`src/rtl/dag_pkg.sv`:
```
// Shared constants and group encodings for the DAG index/modify/length path.
package dag_pkg;

   localparam int AW   = 14;            // address / register width (matches modulo adder)
   localparam int NREG = 4;             // registers per I/M/L set
   localparam int IW   = $clog2(NREG);  // register index width

   // Register group selector used by the host write and readback ports.
   typedef enum logic [1:0] {
      GRP_I   = 2'b00,
      GRP_M   = 2'b01,
      GRP_L   = 2'b10,
      GRP_RSV = 2'b11
   } grp_e;

endpackage

```
`src/rtl/dag_regset.sv`:
```
// NREG x AW register file: two write ports (port a has priority over port b
// on the same index) and two asynchronous read ports.
module dag_regset #(
   parameter  int AW   = 14,
   parameter  int NREG = 4,
   localparam int XW   = $clog2(NREG)
) (
   input  logic          CLK,
   input  logic          RSTn,
   input  logic          wa_en,
   input  logic [XW-1:0] wa_idx,
   input  logic [AW-1:0] wa_data,
   input  logic          wb_en,
   input  logic [XW-1:0] wb_idx,
   input  logic [AW-1:0] wb_data,
   input  logic [XW-1:0] ra_idx,
   output logic [AW-1:0] ra_data,
   input  logic [XW-1:0] rb_idx,
   output logic [AW-1:0] rb_data
);

   logic [AW-1:0] mem [NREG];

   // Register storage; port a is assigned last so it wins a same-index collision.
   always_ff @(posedge CLK or negedge RSTn) begin
      if (!RSTn) begin
         // NOTE: this array is reset because every register must read 0 after
         // reset; it is a small flop bank, not an inferred RAM macro.
         for (int i = 0; i < NREG; i++) mem[i] <= '0;
      end else begin
         // NOTE: non-blocking assignments for state; with two writes to the
         // same element in one block, the later one in program order sticks.
         if (wb_en) mem[wb_idx] <= wb_data;
         if (wa_en) mem[wa_idx] <= wa_data;
      end
   end

   assign ra_data = mem[ra_idx];
   assign rb_data = mem[rb_idx];

endmodule

```
`src/rtl/dag_index_sequencer.sv`:
```
// DAG modulo-path sequencer: I/M/L register banks, one-entry request stage
// driving the external modulo adder, index writeback and sticky wrap status.
module dag_index_sequencer #(
   parameter  int AW   = dag_pkg::AW,
   parameter  int NREG = dag_pkg::NREG,
   localparam int XW   = $clog2(NREG)
) (
   input  logic            CLK,
   input  logic            RSTn,
   input  logic            wr_en,
   input  logic [1:0]      wr_grp,
   input  logic [XW-1:0]   wr_idx,
   input  logic [AW-1:0]   wr_data,
   input  logic [1:0]      rd_grp,
   input  logic [XW-1:0]   rd_idx,
   output logic [AW-1:0]   rd_data,
   input  logic            req_valid,
   output logic            req_ready,
   input  logic [XW-1:0]   req_isel,
   input  logic [XW-1:0]   req_msel,
   output logic [AW-1:0]   mod_I,
   output logic [AW-1:0]   mod_M,
   output logic [AW-1:0]   mod_L,
   input  logic [AW-1:0]   mod_newI,
   input  logic            mod_wrap,
   output logic            addr_valid,
   input  logic            addr_ready,
   output logic [AW-1:0]   addr,
   output logic            addr_wrap,
   output logic [NREG-1:0] wrap_sticky
);

   import dag_pkg::*;

   // In-flight access: operands are frozen at acceptance.
   typedef struct packed {
      logic          valid;
      logic [XW-1:0] isel;
      logic [AW-1:0] ival;
      logic [AW-1:0] mval;
      logic [AW-1:0] lval;
   } stage_t;

   stage_t        s;
   logic          xfer, accept;
   logic          wr_i, wr_m, wr_l;
   logic [AW-1:0] i_req, m_req, l_req;
   logic [AW-1:0] i_rd, m_rd, l_rd;
   logic [AW-1:0] ival_nxt, mval_nxt, lval_nxt;

   assign xfer      = s.valid & addr_ready;
   assign req_ready = ~s.valid | addr_ready;
   assign accept    = req_valid & req_ready;

   // Reserved group decodes to no write at all.
   assign wr_i = wr_en && (wr_grp == GRP_I);
   assign wr_m = wr_en && (wr_grp == GRP_M);
   assign wr_l = wr_en && (wr_grp == GRP_L);

   // Index bank: host write (port a) beats the adder writeback (port b).
   dag_regset #(.AW(AW), .NREG(NREG)) u_iset (
      .CLK(CLK), .RSTn(RSTn),
      .wa_en(wr_i), .wa_idx(wr_idx), .wa_data(wr_data),
      .wb_en(xfer), .wb_idx(s.isel), .wb_data(mod_newI),
      .ra_idx(req_isel), .ra_data(i_req),
      .rb_idx(rd_idx), .rb_data(i_rd)
   );

   dag_regset #(.AW(AW), .NREG(NREG)) u_mset (
      .CLK(CLK), .RSTn(RSTn),
      .wa_en(wr_m), .wa_idx(wr_idx), .wa_data(wr_data),
      .wb_en(1'b0), .wb_idx('0), .wb_data('0),
      .ra_idx(req_msel), .ra_data(m_req),
      .rb_idx(rd_idx), .rb_data(m_rd)
   );

   // Length is indexed by the I selector, not the M selector.
   dag_regset #(.AW(AW), .NREG(NREG)) u_lset (
      .CLK(CLK), .RSTn(RSTn),
      .wa_en(wr_l), .wa_idx(wr_idx), .wa_data(wr_data),
      .wb_en(1'b0), .wb_idx('0), .wb_data('0),
      .ra_idx(req_isel), .ra_data(l_req),
      .rb_idx(rd_idx), .rb_data(l_rd)
   );

   // Operand capture with forwarding of same-edge updates (host write highest).
   always_comb begin
      // NOTE: defaults first so every path assigns every output and no latch forms.
      ival_nxt = i_req;
      mval_nxt = m_req;
      lval_nxt = l_req;
      if (xfer && (s.isel == req_isel)) ival_nxt = mod_newI;
      if (wr_i && (wr_idx == req_isel)) ival_nxt = wr_data;
      if (wr_m && (wr_idx == req_msel)) mval_nxt = wr_data;
      if (wr_l && (wr_idx == req_isel)) lval_nxt = wr_data;
   end

   // Stage register: load on accept, drain on transfer, hold while stalled.
   always_ff @(posedge CLK or negedge RSTn) begin
      if (!RSTn) begin
         s <= '0;
      end else if (accept) begin
         s <= '{valid: 1'b1, isel: req_isel, ival: ival_nxt,
                mval: mval_nxt, lval: lval_nxt};
      end else if (xfer) begin
         s.valid <= 1'b0;
      end
   end

   // Sticky wrap per index register; a host write to I[k] clears it and wins.
   always_ff @(posedge CLK or negedge RSTn) begin
      if (!RSTn) begin
         wrap_sticky <= '0;
      end else begin
         for (int k = 0; k < NREG; k++) begin
            if (wr_i && (wr_idx == XW'(k)))
               wrap_sticky[k] <= 1'b0;
            else if (xfer && mod_wrap && (s.isel == XW'(k)))
               wrap_sticky[k] <= 1'b1;
         end
      end
   end

   // Registered readback of the current register state (no same-edge bypass).
   always_ff @(posedge CLK or negedge RSTn) begin
      if (!RSTn) begin
         rd_data <= '0;
      end else begin
         case (grp_e'(rd_grp))
            GRP_I:   rd_data <= i_rd;
            GRP_M:   rd_data <= m_rd;
            GRP_L:   rd_data <= l_rd;
            default: rd_data <= '0;
         endcase
      end
   end

   assign addr_valid = s.valid;
   assign addr       = s.ival;
   assign addr_wrap  = s.valid & mod_wrap;
   assign mod_I      = s.ival;
   assign mod_M      = s.mval;
   assign mod_L      = s.lval;

endmodule
```
`config.mk`:
```
export PLATFORM = sky130hd
export DESIGN_NAME = dag_index_sequencer
export DESIGN_NICKNAME = d
export VERILOG_FILES = /design/src/rtl/dag_pkg.sv /design/src/rtl/dag_regset.sv /design/src/rtl/dag_index_sequencer.sv
export SDC_FILE = /design/constraint.sdc
export NUM_CORES = 1
export LEC_CHECK = 0
export ABC_AREA = 1
export BUFFER_PORTS_ARGS = -buffer_cell sky130_fd_sc_hd__buf_2
export CELL_PAD_IN_SITES_DETAIL_PLACEMENT = 0
export CELL_PAD_IN_SITES_GLOBAL_PLACEMENT = 1
export CORE_UTILIZATION = 44
export CTS_CLUSTER_SIZE = 24
export DETAILED_ROUTE_END_ITERATION = 8
export HOLD_SLACK_MARGIN = 0.12
export PLACE_DENSITY = 0.8
export SYNTH_ARGS = -nofsm -noshare
export SYNTH_HDL_FRONTEND = slang
export SYNTH_SLANG_ARGS = --single-unit
```
`constraint.sdc`:
```
create_clock -name CLK -period 1.7 [get_ports CLK]
set_input_delay 0.17 -clock CLK [delete_from_list [all_inputs] [get_ports CLK]]
set_output_delay 0.17 -clock CLK [all_outputs]
set_load 0.01 [all_outputs]
```
==> results of run 1 <==
[routing by layer]
| layer | share of wire (%) | wire length (um) | vias to the layer above | GRT usage [%] |
|---|---|---|---|---|
| met5 | 0 | 0 | - | 0 |
| met4 | 3.0 | 1389 | 0 | 9.403 |
| met3 | 8.4 | 3826 | 81 | 5.395 |
| met2 | 45 | 20480 | 571 | 47.38 |
| met1 | 44 | 19950 | 6003 | 43.00 |
| li1 | - | - | 5933 | - |
[stage by stage]
stage               setup WS [ns]  setup TNS, ns
floorplan                  0.2401              0
global placement         -0.03640        -0.1427
detailed placement       -0.06573        -0.4627
CTS                       0.06876              0
global route              0.02148              0
finish                     0.1327              0
[worst max-delay path: cells and delay by family, from the launching register on]
kind,cells,cell delay (ns)
simple gates,6,0.64
compound gates,1,0.21
buf+inv,1,0.18
flops,1,0.41
[final timing paths]
path,end,slack (ns),start,depth (start not counted)
max,addr[8]$_DFFE_PN0P_,0.13,addr_valid$_DFFE_PN0P_,8
min,u_mset.mem[31]$_DFFE_PN0P_,0.14,RSTn,2
max reg2reg,addr[8]$_DFFE_PN0P_,0.13,addr_valid$_DFFE_PN0P_,8
min reg2reg,mod_L[10]$_DFFE_PN0P_,0.47,mod_L[10]$_DFFE_PN0P_,2
max in group asynchronous,u_mset.mem[5]$_DFFE_PN0P_,0.87,RSTn,3
min in group CLK,addr_valid$_DFFE_PN0P_,0.14,req_valid,4
[cell usage in the layout, fill, tap and decap left out, drive strengths merged]
cell type	instances
xnor2	2
clkinv	5
inv	143
nor2	92
a21oi	162
mux2i	14
bufinv	3
buf	218
nand2	459
o211ai	16
a31oi	4
xor2	1
nor3	5
nand4	22
clkbuf	40
dlygate4sd3	34
o21ai	315
nand3	97
dfrtp	231
o22ai	16
[timing repair]
item / in CTS / in global routing
setup buffers: 0 / 0
setup endpoints to repair: 0 / 15
gates resized for setup: 0 / 1
hold endpoints to repair: 366 / 0
hold buffers: 34 / 0
[layout make-up]
| cell class | instances | area, um2 |
|---|---|---|
| Multi-Input combinational cell | 1205 | 5680 |
| Timing Repair Buffer | 252 | 1969 |
| Inverter | 142 | 535.5 |
| Tap cell | 384 | 480.5 |
| Sequential cell | 231 | 5781 |
| Clock inverter | 9 | 123.9 |
| Fill cell | 2811 | 13430 |
| Clock buffer | 40 | 784.5 |
[flip-flops by register name, summed over array words and instances (netlist names)]
signal,count
u_mset.mem,56
s,2
u_iset.mem,56
u_lset.mem,56
addr_valid,1
wrap_sticky,4
mod_M,14
rd_data,14
addr,14
mod_L,14
[report_power, final]
part / internal [mW] / switching, mW
Sequential: 6.90 / 0.825
Combinational: 1.92 / 3.05
Clock: 3.63 / 2.39
Total: 12.4 / 6.26
[cells by family (layout without fill, tap and decap cells)]
group	count (synthesis)	in the layout	synth area share [%]
multiplexers	14	14	1.086
flip-flops	231	231	44.81
XOR/XNOR	3	3	0.4074
AND/OR/NAND/NOR	675	675	22.01
AO/OA/AOI/OAI	513	513	20.44
buffers and inverters	310	443	11.25
==> out/results.txt, run 1 <==
fin nets - 1905
total track usage - 30.38%
post-route antenna net violation count - 0
Max-slew headroom - 37.08%
Power Density - 1218 nW/um2
VDD IR max - 730.1 uV
DR vias - 12590
Clock Path Buffers - 3
Buffers on Ports - 122
Ys Warns - 0
overall routed net length - 45640 um
antenna violations before repair - 0
Synth async-reset ratio - 100.0%
Pwr Total - 18.71 mW
vias in the first global route - 11580
number of iterations in the first detailed-routing pass - 6
RSZ-0062 raised after global routing - no
worst-path fanout max - 14
Cells after Synth - 1746
skew final - 0.02066 ns
Worst Path Required - 2.14 ns
Crit path arrival time - 2.00 ns
post-DP HPWL - 30790 um
Final Max Tran Viols - 0
initial core utilization - 44.82%
status - complete, no violations
Worst Tran Pin Value - 0.9428 ns
Root Buffer - clkbuf_16
Die Y - 173.2 um
syn_area_per_cell - 7.388 um2
slowest library cell on the worst path - dfrtp_1
core area - 28780 um2
#FFs+latches synth - 231
Achievable Freq - 0.6381 GHz
mapped cell area - 12900 um2
final hold violations - 0
Residual DRC - 0
largest area contributor in the netlist - dfrtp_1
hold_ws - 0.1406 ns
fin util - 53.35%
Setup Viol. Count Final - 0
area grow syn2layout - 19.03%
Syn Nets - 1792
layout cells sized above 1 - 15.75%
HP Class - in2async
post-synth top area share - 44.81%
Post-synth top cells - nand2_1, o21ai_0, dfrtp_1, a21oi_1, inv_1
CP startpoint kind - register
most used cell along the critical path - nand3_1
DIE AREA - 30010 um2
fin crit period - 1.567 ns
ys flop type - dfrtp_1
Final Wtd Congestion - 0.8715
delay of the slowest critical-path stage - 0.41 ns
CTS buffer count - 27
first-pass GRT wire length - 69900 um
# placed instances - 2180
dominant cell by count in the synthesized netlist - nand2_1
DRT iter0 DRCs - 1398
Post-synth EDFFs - 0
gr ovfl total - 0
CTS tree - done
CP endpoint kind - register
row cnt - 62
Top Ports - 123
Antenna diodes - 0
synth unique cells - 32
drt via density - 5.563
TritonCTS Sinks - 231
largest net degree at the start of global routing - 52
Synth area leaders - dfrtp_1, nand2_1, o21ai_0, a21oi_1, inv_1
sequential cell area fraction in the yosys report - 44.81%
worst-path cell chain - nand2_2 -> a21oi_2 -> nand3_1 -> buf_12 -> nand3_1 -> nand3_1 -> nand2_1 -> nand2_1
Placed Area - 14100 um2
Tcrit/Tclk final - 92.19%
Post-Layout Cell Count - 2263
max_cap viols - 0
wire per inst - 20.17 um
Die Wd - 173.2 um
Clock transition at path regs - 0.06 ns
# H-tree levels - 1
clk_lat worst skew - 0.55 ns
Setup CP Type - reg2reg
LEAKAGE - 7.506 nW
design area - 15350 um2
Power figures use the tool's default switching activity.
==> run 2: changes to the inputs <==
==> constraint.sdc (replaced) <==
create_clock -name CLK -period 1.6 [get_ports CLK]
set_input_delay 0.16 -clock CLK [delete_from_list [all_inputs] [get_ports CLK]]
set_output_delay 0.16 -clock CLK [all_outputs]
set_load 0.01 [all_outputs]
==> run 2 against run 1 <==
Compared with the run above:
- global-route usage up 0.070 points
- via count grew 0.99%
- combinational power is 6.4% higher
==> out/results.txt, run 2 (synthesis results as in run 1) <==
fin crit period - 1.531 ns
slowest library cell on the worst path - dfrtp_1
Hold Path Cell Cnt - 4
post-route worst setup slack - 0.06904 ns
antenna violations before repair - 1
CTS buffer count - 27
design area - 15490 um2
Antenna diodes - 0
Largest regs - u_iset.mem x56, u_lset.mem x56, u_mset.mem x56
most frequent cells in the layout - nand2_1, o21ai_0, dfrtp_1, a21oi_1, inv_1
worst-path fanout max - 4
Setup CP Type - reg2out
Buf/Inv on CP - 1
Reg2Reg Setup Slack - 0.08 ns
initial core utilization - 44.82%
Max-slew headroom - 61.60%
largest net degree at the start of global routing - 55
Power Density - 1313 nW/um2
Setup Viol. Count Final - 0
Clock transition at path regs - 0.06 ns
Worst Tran Pin Value - 0.5754 ns
layout cells sized above 1 - 16.16%
CP startpoint kind - register
Clock Path Buffers - 3
Crit path arrival time - 1.37 ns
WL met1 - 19980 um
overall routed net length - 45430 um
final hold violations - 0
DIE AREA - 30010 um2
CP endpoint kind - output pin
Hold Path Sink - wrap_sticky[3]$_DFFE_PN0P_
worst reg2reg endpoint - addr[10]$_DFFE_PN0P_
row cnt - 62
Worst Path Required - 1.44 ns
wire per inst - 20.06 um
Die Wd - 173.2 um
hold path start - wr_grp[1]
LEAKAGE - 7.573 nW
Buffers on Ports - 122
met2 wire length - 20030 um
max_cap viols - 0
worst-path cell chain - nand2_1 -> buf_2
TritonCTS Sinks - 231
fin nets - 1907
Achievable Freq - 0.6532 GHz
post-route antenna net violation count - 0
Placed Area - 14150 um2
first-pass GRT wire length - 70200 um
gr ovfl total - 0
Final Max Tran Viols - 0
total track usage - 30.44%
delay of the slowest critical-path stage - 0.41 ns
DR WL met3 - 3851 um
reg2reg start - addr_valid$_DFFE_PN0P_
Tcrit/Tclk final - 95.69%
HP Class - in2reg
most common cell after layout, fill and taps aside - nand2_1
Root Buffer - clkbuf_16
setup TNS - 0 ns
Die Y - 173.2 um
Top Ports - 123
clk_lat worst skew - 0.56 ns
# H-tree levels - 1
# fillers - 2858
family with the most delay on the worst path - flip-flops
DR vias - 12710
max layer used - met5
status - complete, no violations
VDD IR max - 811.6 uV
skew final - 0.01118 ns
Setup Slack @ Placement - 0.1096 ns
core area - 28780 um2
Residual DRC - 0
number of iterations in the first detailed-routing pass - 5
vias in the first global route - 11890
Final Wtd Congestion - 0.8904
R2R cell count - 7
drt via density - 5.612
area grow syn2layout - 20.06%
Pwr Total - 20.33 mW
CTS tree - done
post-DP HPWL - 30680 um
DRT iter0 DRCs - 1622
==> run 2: cell type report <==
class | count | area [um2] | area share (%)
repair buffers | 254 | 2023 | 13.06
flip-flops and latches | 231 | 5781 | 37.32
clock buffers | 36 | 779.5 | 5.033
inverters | 142 | 535.5 | 3.458
well taps | 384 | 480.5 | 3.102
multi-input cells | 1205 | 5683 | 36.69
clock inverters | 13 | 205.2 | 1.325
==> run 2: worst max path at each step <==
stage,cells past startpoint,startpoint,end
floorplan,8,addr_valid$_DFFE_PN0P_,addr[2]$_DFFE_PN0P_
global placement,7,s[42]$_DFFE_PN0P_,u_iset.mem[10]$_DFF_PN0_
detailed placement,8,addr_valid$_DFFE_PN0P_,addr[2]$_DFFE_PN0P_
CTS,2,addr_valid$_DFFE_PN0P_,req_ready
global route,7,s[42]$_DFFE_PN0P_,u_iset.mem[10]$_DFF_PN0_
finish,2,addr_valid$_DFFE_PN0P_,req_ready
==> run 2: timing repair <==
| item | 4_1_cts | 5_1_grt |
|---|---|---|
| resized for setup | 0 | 3 |
| endpoints found under the setup margin | 0 | 19 |
| hold buffers | 33 | 0 |
| buffers inserted | 0 | 1 |
| hold endpoints to repair | 367 | 0 |
==> run 2: worst min-delay path: stages <==
cell	delay, ns
buf_2	0.16
nor3_4	0.07
buf_12	0.15
nor2_1	0.10
==> run 2: report_power, final <==
group / switching (mW) / leakage [nW] / total [mW] / internal [mW]
Combinational: 3.25 / 4.30 / 5.29 / 2.04
Sequential: 0.884 / 2.78 / 8.21 / 7.33
Clock: 2.61 / 0.493 / 6.83 / 4.22
Total: 6.74 / 7.57 / 20.3 / 13.6
==> run 2: stage by stage <==
stage                     hold WS (ns)  instances  utilization [%]
after global routing            0.1700       2265            53.81
after CTS                       0.1348       2264            53.75
final                           0.1530       2265            53.81
after detailed placement       0.08642       2182            49.18
after global placement         0.08784       2182            49.18
after floorplan                -0.1356       1746                -
==> run 2: per-layer routing <==
layer	vias to the layer above	global-route usage, %
met5	-	0
met4	2	10.62
met3	96	4.561
met2	611	46.59
met1	6076	43.96
li1	5927	-
